`config.mk`:
```
export PLATFORM = sky130hd
export DESIGN_NAME = clock_divider_multi
export DESIGN_NICKNAME = d
export VERILOG_FILES = /design/src/rtl/clock_divider_multi.sv
export SDC_FILE = /design/constraint.sdc
export NUM_CORES = 1
export LEC_CHECK = 0
export ABC_AREA = 1
export CORE_ASPECT_RATIO = 2
export CORE_MARGIN = 3
export CORE_UTILIZATION = 55
export CTS_CLUSTER_DIAMETER = 200
export DETAILED_ROUTE_END_ITERATION = 7
export GPL_TIMING_DRIVEN = 0
export PLACE_DENSITY_LB_ADDON = 0.12
export SLEW_MARGIN = 20
export SYNTH_ARGS = -nofsm -noshare
export SYNTH_HDL_FRONTEND = slang
export SYNTH_SLANG_ARGS = --single-unit
export TNS_END_PERCENT = 20
```
`constraint.sdc`:
```
create_clock -name clk_i -period 1.7 [get_ports clk_i]
set_clock_uncertainty 0.15 [all_clocks]
set_input_delay 0.34 -clock clk_i [delete_from_list [all_inputs] [get_ports clk_i]]
set_output_delay 0.34 -clock clk_i [all_outputs]
set_load 0.05 [all_outputs]
```
`src/rtl/clock_divider_multi.sv`:
```
// Multi-channel clock divider / tick generator with per-channel enable,
// square or tick output mode and glitch-free runtime divisor reload.
module clock_divider_multi #(
    parameter  int NUM_CH      = 4,
    parameter  int CNT_W       = 27,
    parameter  int DIV_DEFAULT = 50000,
    localparam int CH_W        = (NUM_CH > 1) ? $clog2(NUM_CH) : 1
) (
    input  logic              clk_i,
    input  logic              rst_i,
    input  logic [NUM_CH-1:0] en_i,
    input  logic [NUM_CH-1:0] mode_i,
    input  logic              load_i,
    input  logic [CH_W-1:0]   load_ch_i,
    input  logic [CNT_W-1:0]  load_div_i,
    output logic              load_ack_o,
    output logic [NUM_CH-1:0] clk_o,
    output logic [NUM_CH-1:0] tick_o
);

    localparam logic [CH_W:0]    LIM   = (CH_W+1)'(NUM_CH);
    localparam logic [CNT_W-1:0] D_RST = CNT_W'(DIV_DEFAULT);

    logic w_load_ok;
    logic r_ack;

    // Out-of-range channel indices are silently dropped
    assign w_load_ok  = load_i && ({1'b0, load_ch_i} < LIM);
    assign load_ack_o = r_ack;

    always_ff @(posedge clk_i) begin
        if (rst_i) begin
            r_ack <= 1'b0;
        end else begin
            r_ack <= w_load_ok;
        end
    end

    for (genvar g = 0; g < NUM_CH; g++) begin : g_ch
        logic [CNT_W-1:0] r_cnt;
        logic [CNT_W-1:0] r_div_act;
        logic [CNT_W-1:0] r_div_shd;
        logic             r_pend;
        logic             r_sq;
        logic             r_tick;
        logic             w_tc;
        logic             w_sel;

        assign w_tc  = (r_cnt == r_div_act);
        assign w_sel = w_load_ok && (load_ch_i == CH_W'(g));

        always_ff @(posedge clk_i) begin
            if (rst_i) begin
                r_cnt     <= '0;
                r_div_act <= D_RST;
                r_div_shd <= D_RST;
                r_pend    <= 1'b0;
                r_sq      <= 1'b0;
                r_tick    <= 1'b0;
            end else begin
                if (!en_i[g]) begin
                    r_cnt  <= '0;
                    r_sq   <= 1'b0;
                    r_tick <= 1'b0;
                end else if (w_tc) begin
                    r_cnt  <= '0;
                    r_sq   <= ~r_sq;
                    r_tick <= 1'b1;
                end else begin
                    r_cnt  <= r_cnt + 1'b1;
                    r_tick <= 1'b0;
                end
                // Shadow swaps in only at a period boundary or while idle
                if (r_pend && (!en_i[g] || w_tc)) begin
                    r_div_act <= r_div_shd;
                    r_pend    <= 1'b0;
                end
                if (w_sel) begin
                    r_div_shd <= load_div_i;
                    r_pend    <= 1'b1;
                end
            end
        end

        assign clk_o[g]  = mode_i[g] ? r_tick : r_sq;
        assign tick_o[g] = r_tick;
    end

endmodule

```
==> metrics.yaml <==
power_and_ir_drop:
  p_clk_share_pct: 41.4
  power_mw: 16.51
  powerDensity_mw_per_mm2: 848.2
  swShare_pct: 24.83
  seqPwrFrac_pct: 49.7
  switchingPower_mw: 4.100
  p_comb_share_pct: 9.0
  p_leak_nw: 7.414
  irDropWorstVdd_uv: 753.0
  power.internal_mw: 12.41
sta:
  finalCritPeriodShare_pct: 112.4
  fin_crit_ps: 1911
  drv_slew: 0
  setup_viol: 211
  slew_headroom_pct: 42.93
  grt_setup_unrepaired: "yes"
  setup_ws_ps: -211.3
  max_slew.worst_pin.slew_ps: 856.1
  fmax_ghz: 0.5232
  fin_tns_setup_ps: -23950
  hold_viol_final: 0
placed_design:
  gp_congestion: 0.9469
  portBuffers: 48
  dp_hpwl_mm: 31.62
detailed_routing:
  route.detailed.wl_per_inst_um: 16.81
  drtAntennaViolNets: 0
  drtIter0Drc: 864
  via_count: 14479
  wirelength_mm: 45.02
  dr.pass1.iters: 5
  drc: 0
  via_per_inst: 5.405
cells_and_area:
  mostFrequentLayoutCell: "nand2_1"
  area_growth_pct: 26.26
  final_cell_mix: "nand2_1 (431), dfxtp_1 (217), a21oi_1 (205)"
  drive_gt1_share_pct: 25.05
  nets: 2348
  diodes: 0
min_path:
  hp-class: "in -> reg"
job:
  cap_violations: 0
die:
  core_area_mm2: 0.02755
  die_w_um: 124.4
  die-area_mm2: 0.03020
  row_count: 86
  start_util_pct: 55.96
  die_h_um: 242.8
  ios: 49
clocking:
  cts_made_buffers: 30
  cts.sinks: 337
  cts_root_buffer: "clkbuf_16"
  tritoncts: "yes"
  htreeDepth: 1
  clkLatencyLatePin_ps: 570
  max-clock-path-buffers: 3
  path_clk_slew_ps: 70
synth:
  synth_edf_count: 0
  synthTopCellsByArea: "dfxtp_1 (44%), nand2_1 (12%), a21oi_1 (6.9%), nand3_1 (6.3%), nor2_1 (5.9%)"
  synth_flop_cell: "dfxtp_1"
  synthCells: 2151
  ys_seq_area_share_pct: 43.76
  yosysWarnings: 0
  syn_nets: 2195
  synth_top_area_share_pct: 43.76
  avgSynthCellArea_um2: 7.167
  synth_top_cell_by_area: "dfxtp_1"
  synth.distinct_cells: 37
  ys_ff_latch: 337
  netlist_area_mm2: 0.01542
  synthArstFlopShare_pct: 0
global_route:
  globalRouteOverflowTotal: 0
  antenna_found_initial: 0
  grt_pass1_vias: 13999
  grt_usage_pct: 27.91
  grt_pass1_wl_mm: 68.91
  grt_max_degree: 16
setup_path:
  worstRegToRegCells: 12
  crit_end: "g_ch[3].r_div_act[11]"
  worstPathRequired_ps: 2020
  start_kind: "flip-flop"
  endpoint_kind: "flip-flop"
  reg2reg_to: "g_ch[3].r_div_act[11]"
  worstSetupPathType: "reg -> reg"
  r2r_slack_ps: -210
  cp.arrival_ps: 2230
  worstPathMaxFanout: 5
  timing.rr.start: "g_ch[3].r_cnt[8]"
  cp-startpoint: "g_ch[3].r_cnt[8]"
status:
  status: "finished with violations"
  violations: "negative setup slack"
-- cell families after synthesis --
kind of cell	share of synthesized area (%)
adder cells (fa/ha/maj)	0.3247
AND/OR/NAND/NOR	30.03
AO/OA/AOI/OAI	10.24
flip-flops	43.76
XOR/XNOR	6.931
buffers and inverters	8.709
-- what timing repair did --
item / CTS / global route
pin swaps: 51 / 73
hold buffers: 0 / 0
cloned: 7 / 4
endpoints found under the setup margin: 340 / 310
buffers inserted: 29 / 34
gates resized for setup: 353 / 227
-- Yosys cell counts, types with 3 or more instances --
| master | count |
|---|---|
| o21ai_0 | 98 |
| nor2_1 | 241 |
| inv_1 | 211 |
| inv_2 | 8 |
| buf_6 | 8 |
| dfxtp_1 | 337 |
| nor3_2 | 6 |
| nand3_1 | 195 |
| ha_1 | 4 |
| nand2_2 | 12 |
| nand2_1 | 477 |
| nor2_2 | 11 |
| xnor2_1 | 84 |
| nor2_4 | 6 |
| nor3b_1 | 5 |
| nand3_2 | 8 |
| clkbuf_1 | 55 |
| nand4_1 | 23 |
| nor4_1 | 12 |
| or2_2 | 19 |
| nor3_1 | 25 |
| buf_1 | 9 |
| nand3b_1 | 3 |
| a21oi_1 | 213 |
| xor2_1 | 38 |
| buf_2 | 23 |
| buf_4 | 6 |
| or2_0 | 3 |
-- power by group through the flow --
stage	Combinational, mW	Sequential [mW]	Clock, mW
6_report	1.49	8.20	6.83
5_1_grt	1.62	8.21	7.20
4_1_cts	1.33	8.20	6.92
3_5_place_dp	1.18	8.41	0
3_3_place_gp	1.16	8.40	0
2_1_floorplan	0.753	8.38	0
-- layer usage --
metal / global-route usage (%) / vias to the layer above / wire, um / share of wire (%)
met5: 0 / - / 0 / 0
met4: 20.24 / 0 / 3847 / 8.5
met3: 2.973 / 200 / 2004 / 4.5
met2: 52.04 / 405 / 23480 / 52
met1: 28.29 / 6688 / 15690 / 35
li1: - / 7186 / - / -
-- how the worst min path moves through the flow --
stage | start | depth (start not counted) | to | slack [ps]
6_report | load_i | 3 | load_ack_o | 80
5_1_grt | load_i | 3 | load_ack_o | 90
4_1_cts | rst_i | 2 | g_ch[3].r_pend | 230
3_5_place_dp | g_ch[2].r_div_shd[13] | 2 | g_ch[2].r_div_shd[13] | 300
3_3_place_gp | g_ch[0].r_div_shd[15] | 2 | g_ch[0].r_div_shd[15] | 290
2_1_floorplan | rst_i | 1 | g_ch[3].r_pend | 260
-- metrics by stage --
step	instances	area [um^2]	setup slack, ps	utilization, %	hold WS (ps)
3_5_place_dp	2551	16340	-1284	59.31	295.4
4_1_cts	2642	18430	-231.9	66.89	229.7
2_1_floorplan	2151	15420	-226.7	-	259.1
3_3_place_gp	2551	16340	-1280	59.31	291.6
5_1_grt	2679	19460	-336.9	70.66	87.29
6_report	2679	19460	-211.3	70.66	79.05
-- worst max-delay path, cell delays in order, from the launching register on --
cell and delay, ps:
dfxtp_1 440, xnor2_1 160, nand2_1 90, nor2_1 90, nand2_1 60, nor2_2 120, nand2_2 100, nand2_4 100
buf_12 130, buf_6 120, nand3_1 70, nand2_1 120, nor2_1 60
-- cell type report --
class / count / area [um^2]
fill: 2296 / 8082
clock inverter: 9 / 76.32
inverter: 219 / 834.6
tap: 352 / 440.4
sequential: 337 / 6984
buffer: 103 / 709.4
multi-input combinational: 1493 / 8307
timing repair buffer: 120 / 1221
clock buffer: 46 / 892.1
-- sequential cells by signal (all words and copies together) (netlist names) --
register / flops
g_ch.r_cnt: 108
g_ch.r_sq: 4
g_ch.r_div_act: 108
g_ch.r_div_shd: 108
g_ch.r_pend: 4
load_ack_o: 1
g_ch.r_tick: 4
Power figures use the tool's default switching activity.
